==> src/rtl/fb_write_sched_pkg.sv <==
// Shared definitions for the framebuffer write scheduler: state encoding,
// default sweep limits matching the 160x120 VGA framebuffer, and the arbiter pick.
package fb_write_sched_pkg;

  typedef enum logic [0:0] {
    ST_ARB   = 1'b0,
    ST_CLEAR = 1'b1
  } sched_state_t;

  localparam int DEF_XMAX = 159;
  localparam int DEF_YMAX = 119;

  // Colours are packed {R,G,B}, R in the most significant CW bits.
  localparam int RGB_CHANNELS = 3;

  // Round-robin pick between two requesters; returns {found, grant_index}.
  function automatic logic [1:0] rr_pick(input logic v0, input logic v1,
                                         input logic last_grant);
    logic [1:0] res;
    if (v0 && v1) begin
      res = {1'b1, ~last_grant};
    end else if (v0) begin
      res = 2'b10;
    end else if (v1) begin
      res = 2'b11;
    end else begin
      res = 2'b00;
    end
    return res;
  endfunction

endpackage

==> src/rtl/fb_write_sched_if.sv <==
// Requester and framebuffer write-port bundle for fb_write_sched.
// master = requesters / write-port owner, slave = the scheduler.
interface fb_write_sched_if #(
  parameter int XW = 8,
  parameter int YW = 8,
  parameter int CW = 3
) ();

  logic          req0_valid;
  logic [XW-1:0] req0_x;
  logic [YW-1:0] req0_y;
  logic [3*CW-1:0] req0_rgb;
  logic          req0_ready;

  logic          req1_valid;
  logic [XW-1:0] req1_x;
  logic [YW-1:0] req1_y;
  logic [3*CW-1:0] req1_rgb;
  logic          req1_ready;

  logic          wr_en;
  logic          wr_ready;
  logic [XW-1:0] wr_x;
  logic [YW-1:0] wr_y;
  logic [CW-1:0] wr_r;
  logic [CW-1:0] wr_g;
  logic [CW-1:0] wr_b;

  modport master (
    output req0_valid, req0_x, req0_y, req0_rgb,
    input  req0_ready,
    output req1_valid, req1_x, req1_y, req1_rgb,
    input  req1_ready,
    input  wr_en, wr_x, wr_y, wr_r, wr_g, wr_b,
    output wr_ready
  );

  modport slave (
    input  req0_valid, req0_x, req0_y, req0_rgb,
    output req0_ready,
    input  req1_valid, req1_x, req1_y, req1_rgb,
    output req1_ready,
    output wr_en, wr_x, wr_y, wr_r, wr_g, wr_b,
    input  wr_ready
  );

endinterface

==> src/rtl/fb_clear_sweep.sv <==
// Row-major (cx,cy) sweep counter for clear-screen; advances once per issued pixel.
// last flags the final pixel (XMAX,YMAX); done is last qualified by advance.
module fb_clear_sweep #(
  parameter int XW   = 8,
  parameter int YW   = 8,
  parameter int XMAX = 159,
  parameter int YMAX = 119
) (
  input  logic          clk,
  input  logic          rst_n,
  input  logic          restart,
  input  logic          advance,
  output logic [XW-1:0] cx,
  output logic [YW-1:0] cy,
  output logic          last,
  output logic          done
);

  localparam logic [XW-1:0] X_LAST = XW'(XMAX);
  localparam logic [YW-1:0] Y_LAST = YW'(YMAX);

  logic [XW-1:0] r_cx;
  logic [YW-1:0] r_cy;

  // Sweep position: restart rewinds to origin, advance steps row-major.
  always_ff @(posedge clk or negedge rst_n) begin
    if (!rst_n) begin
      r_cx <= {XW{1'b0}};
      r_cy <= {YW{1'b0}};
    end else if (restart) begin
      r_cx <= {XW{1'b0}};
      r_cy <= {YW{1'b0}};
    end else if (advance) begin
      if (r_cx == X_LAST) begin
        r_cx <= {XW{1'b0}};
        if (r_cy == Y_LAST) begin
          r_cy <= {YW{1'b0}};
        end else begin
          r_cy <= r_cy + YW'(1);
        end
      end else begin
        r_cx <= r_cx + XW'(1);
      end
    end
  end

  assign cx   = r_cx;
  assign cy   = r_cy;
  assign last = (r_cx == X_LAST) && (r_cy == Y_LAST);
  assign done = advance && last;

endmodule

==> src/rtl/fb_write_sched.sv <==
// Shares the VGA framebuffer write port between the draw engine (req0) and manual
// putpixel (req1), with a clear-screen sweep that pre-empts both.
module fb_write_sched
  import fb_write_sched_pkg::*;
#(
  parameter int XW   = 8,
  parameter int YW   = 8,
  parameter int CW   = 3,
  parameter int XMAX = DEF_XMAX,
  parameter int YMAX = DEF_YMAX
) (
  input  logic              CLK,
  input  logic              NRST,
  fb_write_sched_if.slave   bus,
  input  logic              clear_start,
  input  logic [3*CW-1:0]   clear_rgb,
  output logic              busy,
  output logic              clear_done
);

  sched_state_t    r_state;
  logic            r_last_grant;
  logic [3*CW-1:0] r_fill;
  logic            r_wr_en;
  logic [XW-1:0]   r_x;
  logic [YW-1:0]   r_y;
  logic [3*CW-1:0] r_rgb;
  logic            r_busy;
  logic            r_done;

  logic            w_load;
  logic            w_arb;
  logic [1:0]      w_pick;
  logic            w_win_v;
  logic            w_win_g;
  logic [XW-1:0]   w_sel_x;
  logic [YW-1:0]   w_sel_y;
  logic [3*CW-1:0] w_sel_rgb;
  logic [XW-1:0]   w_cx;
  logic [YW-1:0]   w_cy;
  logic            w_sweep_last;
  logic            w_sweep_done;
  logic            w_clr_adv;
  logic            w_clr_restart;

  // The slot can take new data when empty or when its held write drains now.
  assign w_load  = !r_wr_en || bus.wr_ready;
  assign w_arb   = (r_state == ST_ARB);
  assign w_pick  = rr_pick(bus.req0_valid, bus.req1_valid, r_last_grant);
  assign w_win_v = w_pick[1];
  assign w_win_g = w_pick[0];

  assign bus.req0_ready = w_load && w_arb && w_win_v && !w_win_g;
  assign bus.req1_ready = w_load && w_arb && w_win_v &&  w_win_g;

  assign w_clr_adv     = w_load && (r_state == ST_CLEAR);
  assign w_clr_restart = w_arb && clear_start;

  // Winner data mux feeding the output slot.
  always_comb begin
    w_sel_x   = bus.req0_x;
    w_sel_y   = bus.req0_y;
    w_sel_rgb = bus.req0_rgb;
    if (w_win_g) begin
      w_sel_x   = bus.req1_x;
      w_sel_y   = bus.req1_y;
      w_sel_rgb = bus.req1_rgb;
    end else begin
      w_sel_x   = bus.req0_x;
      w_sel_y   = bus.req0_y;
      w_sel_rgb = bus.req0_rgb;
    end
  end

  fb_clear_sweep #(
    .XW   (XW),
    .YW   (YW),
    .XMAX (XMAX),
    .YMAX (YMAX)
  ) u_sweep (
    .clk     (CLK),
    .rst_n   (NRST),
    .restart (w_clr_restart),
    .advance (w_clr_adv),
    .cx      (w_cx),
    .cy      (w_cy),
    .last    (w_sweep_last),
    .done    (w_sweep_done)
  );

  // Scheduler FSM and registered output slot.
  always_ff @(posedge CLK or negedge NRST) begin
    if (!NRST) begin
      r_state      <= ST_ARB;
      r_last_grant <= 1'b1;
      r_fill       <= {(3*CW){1'b0}};
      r_wr_en      <= 1'b0;
      r_x          <= {XW{1'b0}};
      r_y          <= {YW{1'b0}};
      r_rgb        <= {(3*CW){1'b0}};
      r_busy       <= 1'b0;
      r_done       <= 1'b0;
    end else begin
      r_done <= w_sweep_done;
      case (r_state)
        ST_ARB: begin
          if (w_load) begin
            if (w_win_v) begin
              r_wr_en      <= 1'b1;
              r_x          <= w_sel_x;
              r_y          <= w_sel_y;
              r_rgb        <= w_sel_rgb;
              r_last_grant <= w_win_g;
            end else begin
              r_wr_en <= 1'b0;
            end
          end
          // A request granted alongside clear_start has already been taken above.
          if (clear_start) begin
            r_state <= ST_CLEAR;
            r_fill  <= clear_rgb;
            r_busy  <= 1'b1;
          end
        end
        ST_CLEAR: begin
          if (w_load) begin
            r_wr_en <= 1'b1;
            r_x     <= w_cx;
            r_y     <= w_cy;
            r_rgb   <= r_fill;
            if (w_sweep_last) begin
              r_state <= ST_ARB;
              r_busy  <= 1'b0;
            end
          end
        end
        default: begin
          r_state <= ST_ARB;
        end
      endcase
    end
  end

  assign bus.wr_en = r_wr_en;
  assign bus.wr_x  = r_x;
  assign bus.wr_y  = r_y;
  assign bus.wr_r  = r_rgb[3*CW-1:2*CW];
  assign bus.wr_g  = r_rgb[2*CW-1:CW];
  assign bus.wr_b  = r_rgb[CW-1:0];
  assign busy       = r_busy;
  assign clear_done = r_done;

endmodule

==> src/flat_wrapper.sv <==
// flat-port wrapper written by rule: the top's interface ports become plain ports
module fb_write_sched_flat import fb_write_sched_pkg::*;
#(
  parameter int XW   = 8,
  parameter int YW   = 8,
  parameter int CW   = 3,
  parameter int XMAX = DEF_XMAX,
  parameter int YMAX = DEF_YMAX
)
  (CLK, NRST, clear_start, clear_rgb, busy, clear_done, bus_req0_valid, bus_req0_x, bus_req0_y, bus_req0_rgb, bus_req0_ready, bus_req1_valid, bus_req1_x, bus_req1_y, bus_req1_rgb, bus_req1_ready, bus_wr_en, bus_wr_x, bus_wr_y, bus_wr_r, bus_wr_g, bus_wr_b, bus_wr_ready);
  fb_write_sched_if #(.XW(XW), .YW(YW), .CW(CW)) bus_i ();
  input  logic CLK;
  input  logic NRST;
  input  logic clear_start;
  input  logic [3*CW-1:0] clear_rgb;
  output logic busy;
  output logic clear_done;
  input wire logic [$bits(bus_i.req0_valid)-1:0] bus_req0_valid;
  input wire logic [$bits(bus_i.req0_x)-1:0] bus_req0_x;
  input wire logic [$bits(bus_i.req0_y)-1:0] bus_req0_y;
  input wire logic [$bits(bus_i.req0_rgb)-1:0] bus_req0_rgb;
  output wire logic [$bits(bus_i.req0_ready)-1:0] bus_req0_ready;
  input wire logic [$bits(bus_i.req1_valid)-1:0] bus_req1_valid;
  input wire logic [$bits(bus_i.req1_x)-1:0] bus_req1_x;
  input wire logic [$bits(bus_i.req1_y)-1:0] bus_req1_y;
  input wire logic [$bits(bus_i.req1_rgb)-1:0] bus_req1_rgb;
  output wire logic [$bits(bus_i.req1_ready)-1:0] bus_req1_ready;
  output wire logic [$bits(bus_i.wr_en)-1:0] bus_wr_en;
  output wire logic [$bits(bus_i.wr_x)-1:0] bus_wr_x;
  output wire logic [$bits(bus_i.wr_y)-1:0] bus_wr_y;
  output wire logic [$bits(bus_i.wr_r)-1:0] bus_wr_r;
  output wire logic [$bits(bus_i.wr_g)-1:0] bus_wr_g;
  output wire logic [$bits(bus_i.wr_b)-1:0] bus_wr_b;
  input wire logic [$bits(bus_i.wr_ready)-1:0] bus_wr_ready;
  assign bus_i.req0_valid = bus_req0_valid;
  assign bus_i.req0_x = bus_req0_x;
  assign bus_i.req0_y = bus_req0_y;
  assign bus_i.req0_rgb = bus_req0_rgb;
  assign bus_req0_ready = bus_i.req0_ready;
  assign bus_i.req1_valid = bus_req1_valid;
  assign bus_i.req1_x = bus_req1_x;
  assign bus_i.req1_y = bus_req1_y;
  assign bus_i.req1_rgb = bus_req1_rgb;
  assign bus_req1_ready = bus_i.req1_ready;
  assign bus_wr_en = bus_i.wr_en;
  assign bus_wr_x = bus_i.wr_x;
  assign bus_wr_y = bus_i.wr_y;
  assign bus_wr_r = bus_i.wr_r;
  assign bus_wr_g = bus_i.wr_g;
  assign bus_wr_b = bus_i.wr_b;
  assign bus_i.wr_ready = bus_wr_ready;
  fb_write_sched #(.XW(XW), .YW(YW), .CW(CW), .XMAX(XMAX), .YMAX(YMAX)) u_core (.CLK(CLK), .NRST(NRST), .bus(bus_i), .clear_start(clear_start), .clear_rgb(clear_rgb), .busy(busy), .clear_done(clear_done));
endmodule
==> config.mk <==
export PLATFORM = sky130hd
export DESIGN_NAME = fb_write_sched_flat
export DESIGN_NICKNAME = d
export VERILOG_FILES = /design/src/rtl/fb_write_sched_pkg.sv /design/src/rtl/fb_write_sched_if.sv /design/src/rtl/fb_clear_sweep.sv /design/src/rtl/fb_write_sched.sv /design/src/flat_wrapper.sv
export SDC_FILE = /design/constraint.sdc
export NUM_CORES = 1
export LEC_CHECK = 0
export BUFFER_PORTS_ARGS = -buffer_cell sky130_fd_sc_hd__buf_2
export CAP_MARGIN = 20
export CORE_MARGIN = 1.5
export CORE_UTILIZATION = 55
export DETAILED_ROUTE_END_ITERATION = 10
export PLACE_DENSITY = 0.91
export SYNTH_ARGS = -nofsm -noshare
export SYNTH_HDL_FRONTEND = slang
export SYNTH_SLANG_ARGS = --single-unit
==> constraint.sdc <==
create_clock -name CLK -period 3.7 [get_ports CLK]
set_input_delay 0.74 -clock CLK [delete_from_list [all_inputs] [get_ports CLK]]
set_output_delay 0.74 -clock CLK [all_outputs]
set_load 0.005 [all_outputs]
==> results.md, run 1 <==
- Status: complete, no violations
- Portion of synthesized cell area occupied by the leading cell type: 0.466
- Data arrival time of the worst path: 1.84 ns
- Post-detailed-route via-to-cell ratio: 5.63
- Yosys warning count: 0
- Initial standard-cell utilization of the core: 0.568
- EDFF count, synth: 0
- VDD IR max: 0.222 mV
- Pins over their slew limit: 0
- DP Cell Count: 444
- Largest fanout on the critical path: 60
- Final Non-Filler Cells: 451
- Maximum level of the CTS H-tree: 2
- Fraction of registers with async set or reset after synthesis: 1.00
- Number of clock sinks: 55
- Total clock buffers created by CTS: 5
- Port Buffers: 94
- Vertical die dimension: 75.6 um
- Share of total power in combinational logic: 0.210
- Distinct cell type count after synthesis: 44
- Final Hold Vio Count: 0
- Clk Tree Root Cell: sky130_fd_sc_hd__clkbuf_8
- Number of rows in the core area: 26
- Layout cells sized above 1: 0.362
- Share of total power consumed by net switching: 0.279
- Top flip-flop cell by instance count after synthesis: sky130_fd_sc_hd__dfrtp_1
- Net Count, Synth: 358
- Quantity of gates resized following cts: 0
- Setup fix buffers added after clock tree synthesis: 0
- Crit path capture type: primary output
- Achievable clock frequency: 0.388 GHz
- Count of hold buffers inserted by post-cts repair: 0
- Crit start category: flop
- Last weighted congestion value of the routability-driven placer: 0.853
- GR Overflow Total: 0
- Per-instance average area after synthesis: 9.97 um^2
- Part of the Yosys area used for sequential elements: 0.475
- Ranking of synthesized cells by area: sky130_fd_sc_hd__dfrtp_1 47%, sky130_fd_sc_hd__mux2_2 9.3%, sky130_fd_sc_hd__mux2i_1 9.0%
- Area growth from synthesis to final layout: 21.4%
- Switching power: 405 uW
- Part of the power in registers: 0.521
- Number of inserted diodes: 0
- Final total negative setup slack: 0 ns
- Total power: 1.45 mW
- Area inside the core boundary: 5110 um^2
- Worst-Skew Late Latency: 0.30 ns
- Placed standard-cell area: 3410 um^2
- Cell Area, Synth: 2900 um^2
- Critical path class: flop to primary output
- Least-Margin Pin Slew: 0.939 ns
- Pwr/cell area: 413 nW/um^2
- Final setup violation count: 0
- Setup repair after global routing missed its margin: no
- Vias: 2541
- Nets: 448
- Bufs on Longest Clock Path: 2
- Clock tree from TritonCTS: yes
- Number of antenna violations at the first check in global routing: 0
- Part of the total power dissipated in the clock network: 0.269
- DIE AREA: 5720 um^2
- Setup clock skew after layout: 0.00308 ns
- Largest net degree at the start of global routing: 61
- Portion of the clock cycle consumed by the worst path in the final layout: 0.696
- Final Cell Area: 3520 um^2
- Cells after Synth: 291
- Number of design rule violations left after detail routing: 0
- Number of violations reported at the end of detailed-routing iteration 0: 180
- Clock Pin Slew Worst Setup and Hold Paths: 0.10 ns
- Top-Level Pins: 95
- Int Pwr: 1.05 mW
- Class of the worst hold path: primary input to asynchronous set/reset pin
- Worst path required time: 2.96 ns
- Number of max-capacitance violations reported: 0
- Tmin final: 2.58 ns
- Avg WL per Cell: 14.9 um
- Horizontal extent of the die: 75.6 um
- Total half-perimeter wirelength after legalization and detailed placement: 4680 um
- First-pass GRT wire length: 10600 um
- Via count of the first global-routing pass: 2485
- Leakage: 1.77 nW
- Pre-antenna DRT Iters: 5
- Top cell type by total area after synthesis: sky130_fd_sc_hd__dfrtp_1
- Relative slew slack: 0.374
- Routed wire length: 6720 um
- GRT Total Usage: 0.247
- Detail Route Antenna Nets: 0
- Flop and latch count out of synthesis: 55
[per-stage QoR]
| stage | hold slack, ns | util | setup WS [ns] |
|---|---|---|---|
| 2_1_floorplan | 0.444 | - | 1.54 |
| 3_3_place_gp | 0.459 | 0.669 | 1.31 |
| 3_5_place_dp | 0.462 | 0.669 | 1.20 |
| 4_1_cts | 0.424 | 0.689 | 1.13 |
| 5_1_grt | 0.438 | 0.689 | 1.01 |
| 6_report | 0.409 | 0.689 | 1.12 |
[synth_stat cells (2+ instances only)]
master,instances
sky130_fd_sc_hd__mux2_2,24
sky130_fd_sc_hd__a21oi_1,11
sky130_fd_sc_hd__dfrtp_1,54
sky130_fd_sc_hd__or3_1,2
sky130_fd_sc_hd__o21ai_0,32
sky130_fd_sc_hd__buf_6,2
sky130_fd_sc_hd__buf_4,3
sky130_fd_sc_hd__a22o_1,2
sky130_fd_sc_hd__nor2_1,9
sky130_fd_sc_hd__ha_1,2
sky130_fd_sc_hd__nand2_1,68
sky130_fd_sc_hd__nor2b_1,4
sky130_fd_sc_hd__inv_1,3
sky130_fd_sc_hd__mux2i_1,26
sky130_fd_sc_hd__clkbuf_1,6
sky130_fd_sc_hd__nand3_1,6
sky130_fd_sc_hd__nor4_1,3
sky130_fd_sc_hd__buf_2,3
sky130_fd_sc_hd__or4_1,5
sky130_fd_sc_hd__nand4_1,2
[cell families (layout without fill, tap and decap cells)]
family | Yosys count | after routing | share of synthesized area
simple gates | 108 | 108 | 0.178
compound gates | 56 | 56 | 0.116
flops | 55 | 55 | 0.475
mux | 50 | 50 | 0.183
buf+inv | 18 | 108 | 0.0336
fa+ha+maj | 2 | 2 | 0.00863
xor+xnor | 2 | 2 | 0.00604
[cell type report]
type / instances / area [um^2]
clock buffers: 5 / 68.8
well taps: 70 / 87.6
fillers: 405 / 1590
flip-flops and latches: 55 / 1380
repair buffers: 98 / 500
clock inverters: 2 / 37.5
inverters: 3 / 11.3
multi-input cells: 218 / 1440
[state kept, by name (all words and copies together), names as in the netlist, 8 cells and up]
register and flops:
u_core.bus.wr_y 8, u_core.u_sweep.cy 8, u_core.r_rgb 9, u_core.r_fill 9, u_core.u_sweep.cx 8, u_core.bus.wr_x 8
[worst paths after layout]
check / start / end / depth (start not counted) / slack [ns]
worst max-delay path: u_core.r_state / bus_req1_ready / 3 / 1.12
worst min-delay path: NRST / u_core.bus.wr_en / 1 / 0.41
worst max register to register: u_core.r_state / u_core.u_sweep.cx[3] / 4 / 1.42
worst min register to register: u_core.r_fill[1] / u_core.r_fill[1] / 2 / 0.48
max in group asynchronous: NRST / u_core.r_state / 2 / 2.44
min in group CLK: u_core.r_fill[1] / u_core.r_fill[1] / 2 / 0.48
[cells in the final DEF, fill, tap and decap left out, drive strengths merged, types with 2 or more instances in the layout]
master,count
a22o,2
a211o,2
nand4,3
nor2b,4
a21oi,11
and4,2
o21ai,32
nor4,3
o31ai,2
nor2,9
or4,5
clkbuf,5
or3,2
nand3,6
inv,3
mux2,24
dfrtp,54
buf,98
ha,2
mux2i,26
nand2,68
[power groups by stage]
stage | combinational, mW | clock (mW) | sequential [mW]
2_1_floorplan | 0.175 | 0 | 0.757
3_3_place_gp | 0.290 | 0 | 0.762
3_5_place_dp | 0.304 | 0 | 0.767
4_1_cts | 0.307 | 0.398 | 0.755
5_1_grt | 0.346 | 0.422 | 0.768
6_report | 0.306 | 0.390 | 0.757
[worst max-delay path, cell delays in order, from the launching register on]
cell	delay (ns)
sky130_fd_sc_hd__dfrtp_2	1.00
sky130_fd_sc_hd__inv_1	0.20
sky130_fd_sc_hd__and3_1	0.21
sky130_fd_sc_hd__buf_2	0.12
[routing by layer]
metal  GRT usage  wire, um  up-vias
met2       0.439      3450      110
met3      0.0463       357       22
met4       0.105       149        0
li1            -         -     1208
met1       0.292      2760     1201
met5           0         0        -
Note: power is estimated with default switching activity, not from simulation.
==> run 2, diff against run 1 <==
--- a/config.mk
+++ b/config.mk
@@ -8,9 +8,9 @@
 export BUFFER_PORTS_ARGS = -buffer_cell sky130_fd_sc_hd__buf_2
 export CAP_MARGIN = 20
 export CORE_MARGIN = 1.5
-export CORE_UTILIZATION = 55
+export CORE_UTILIZATION = 51
 export DETAILED_ROUTE_END_ITERATION = 10
-export PLACE_DENSITY = 0.91
+export PLACE_DENSITY = 0.85
 export SYNTH_ARGS = -nofsm -noshare
 export SYNTH_HDL_FRONTEND = slang
 export SYNTH_SLANG_ARGS = --single-unit
==> constraint.sdc (replaced) <==
create_clock -name CLK -period 2.4 [get_ports CLK]
set_input_delay 0.48 -clock CLK [delete_from_list [all_inputs] [get_ports CLK]]
set_output_delay 0.48 -clock CLK [all_outputs]
set_load 0.005 [all_outputs]
==> results.md, run 2 (synthesized netlist as in run 1, its figures left out) <==
- Status: complete, no violations
- VDD IR max: 0.325 mV
- Post-detailed-route via-to-cell ratio: 5.57
- Area inside the core boundary: 5510 um^2
- Largest stage delay, worst path: 0.44 ns
- Total clock buffers created by CTS: 5
- Quantity of gates resized following cts: 0
- Launching point of the worst reg2reg path: u_core.u_sweep.cx[0]
- Count of hold buffers inserted by post-cts repair: 0
- GR Overflow Total: 0
- Least-Margin Pin Slew: 0.739 ns
- Setup fix buffers added after clock tree synthesis: 0
- Capture point of the worst reg-to-reg path: u_core.u_sweep.cy[3]
- Setup repair after global routing missed its margin: no
- GRT Total Usage: 0.230
- Number of violations reported at the end of detailed-routing iteration 0: 208
- Pre-antenna DRT Iters: 4
- Tmin final: 2.10 ns
- Top-Level Pins: 95
- Pwr/cell area: 608 nW/um^2
- Class of the worst hold path: primary input to asynchronous set/reset pin
- Layout cells sized above 1: 0.363
- Crit start category: flop
- R2R depth: 5
- Number of rows in the core area: 27
- Data arrival time of the worst path: 1.62 ns
- Number of clock sinks: 55
- Relative slew slack: 0.507
- Leakage: 1.78 nW
- Avg WL per Cell: 15.2 um
- Total half-perimeter wirelength after legalization and detailed placement: 5060 um
- Nets: 449
- Vias: 2536
- Detail Route Antenna Nets: 0
- Worst path required time: 1.92 ns
- Fillcell total: 411
- DIE AREA: 6150 um^2
- Number of antenna violations at the first check in global routing: 0
- Horizontal extent of the die: 78.4 um
- Final Hold Vio Count: 0
- Last weighted congestion value of the routability-driven placer: 0.830
- Minimum setup slack among reg-to-reg paths: 0.41 ns
- Logic depth of the worst path, buffers included: 4
- First-pass GRT wire length: 11100 um
- Final setup violation count: 0
- Final total negative setup slack: 0 ns
- Portion of the clock cycle consumed by the worst path in the final layout: 0.874
- Cell type of the slowest stage on the worst timing path: sky130_fd_sc_hd__buf_4
- Clock Pin Slew Worst Setup and Hold Paths: 0.10 ns
- Maximum level of the CTS H-tree: 2
- Vertical die dimension: 78.4 um
- Largest net degree at the start of global routing: 60
- Initial standard-cell utilization of the core: 0.527
- Routed wire length: 6920 um
- Final Core Density: 0.643
- Crit path capture type: primary output
- Bufs on Longest Clock Path: 2
- Number of max-capacitance violations reported: 0
- Cell breakdown of the critical path: buf_4, inv_1, and3_1, buf_2
- Top flop regs: u_core.r_fill (9), u_core.r_rgb (9)
- Critical path class: flop to primary output
- Clk Tree Root Cell: sky130_fd_sc_hd__clkbuf_8
- Most common cell after layout, fill and taps aside: sky130_fd_sc_hd__buf_2
- Worst-Skew Late Latency: 0.31 ns
- Setup clock skew after layout: 0.00758 ns
- Top library cells by usage in the layout, fill and taps aside: 94 x sky130_fd_sc_hd__buf_2, 68 x sky130_fd_sc_hd__nand2_1, 53 x sky130_fd_sc_hd__dfrtp_1, 32 x sky130_fd_sc_hd__o21ai_0, 26 x sky130_fd_sc_hd__mux2i_1
- Pins over their slew limit: 0
- Achievable clock frequency: 0.477 GHz
- CP top delay family: buffers and inverters
- Clock tree from TritonCTS: yes
- Bufs and invs on worst path: 3
- Total power: 2.15 mW
- Port Buffers: 94
- Number of inserted diodes: 0
- Area growth from synthesis to final layout: 22.1%
- Largest fanout on the critical path: 59
- Via count of the first global-routing pass: 2380
- Number of design rule violations left after detail routing: 0
run 2: cell types whose count changed in the layout (fill, tap and decap cells not counted):
cell,previous run,this run
sky130_fd_sc_hd__buf_4,4,2
sky130_fd_sc_hd__buf_8,0,1
sky130_fd_sc_hd__clkbuf_1,0,1
sky130_fd_sc_hd__buf_12,0,2
sky130_fd_sc_hd__bufinv_16,1,0
sky130_fd_sc_hd__clkinv_2,0,1
run 2: how the worst max path moves through the flow:
stage / start / slack [ns] / to
detailed placement: bus_req1_valid / 0.42 / u_core.r_rgb[2]
global route: u_core.r_state / 0.16 / bus_req1_ready
global placement: bus_req1_valid / 0.25 / u_core.r_rgb[3]
floorplan: u_core.u_sweep.cx[0] / 0.73 / u_core.u_sweep.cy[3]
finish: u_core.r_state / 0.30 / bus_req1_ready
CTS: u_core.r_state / 0.29 / bus_req1_ready
run 2: area by class of cell:
type	instances	area, um^2	area share
inverter	3	11.3	0.00318
multi-input combinational	218	1440	0.406
clock inverter	2	12.5	0.00353
clock buffer	6	72.6	0.0205
tap	72	90.1	0.0254
sequential	55	1380	0.389
timing repair buffer	99	541	0.153
run 2: layer usage:
metal	share of wire	GRT usage
met5	0	0
met2	0.50	0.396
met1	0.41	0.296
met3	0.066	0.0302
met4	0.019	0.0911
run 2: through the flow:
step / hold slack (ns) / area (um^2) / worst slack (ns) / std cells
after floorplan: 0.184 / 2900 / 0.727 / 291
after global placement: 0.460 / 3440 / 0.253 / 446
after detailed placement: 0.464 / 3460 / 0.416 / 447
after CTS: 0.191 / 3540 / 0.286 / 455
after global routing: 0.212 / 3540 / 0.163 / 455
final: 0.177 / 3540 / 0.303 / 455
run 2: where the power goes:
| group | internal (mW) | switching (mW) | total [mW] |
|---|---|---|---|
| Combinational | 0.257 | 0.227 | 0.484 |
| Clock | 0.205 | 0.295 | 0.500 |
| Sequential | 1.06 | 0.108 | 1.17 |
| Total | 1.52 | 0.630 | 2.15 |
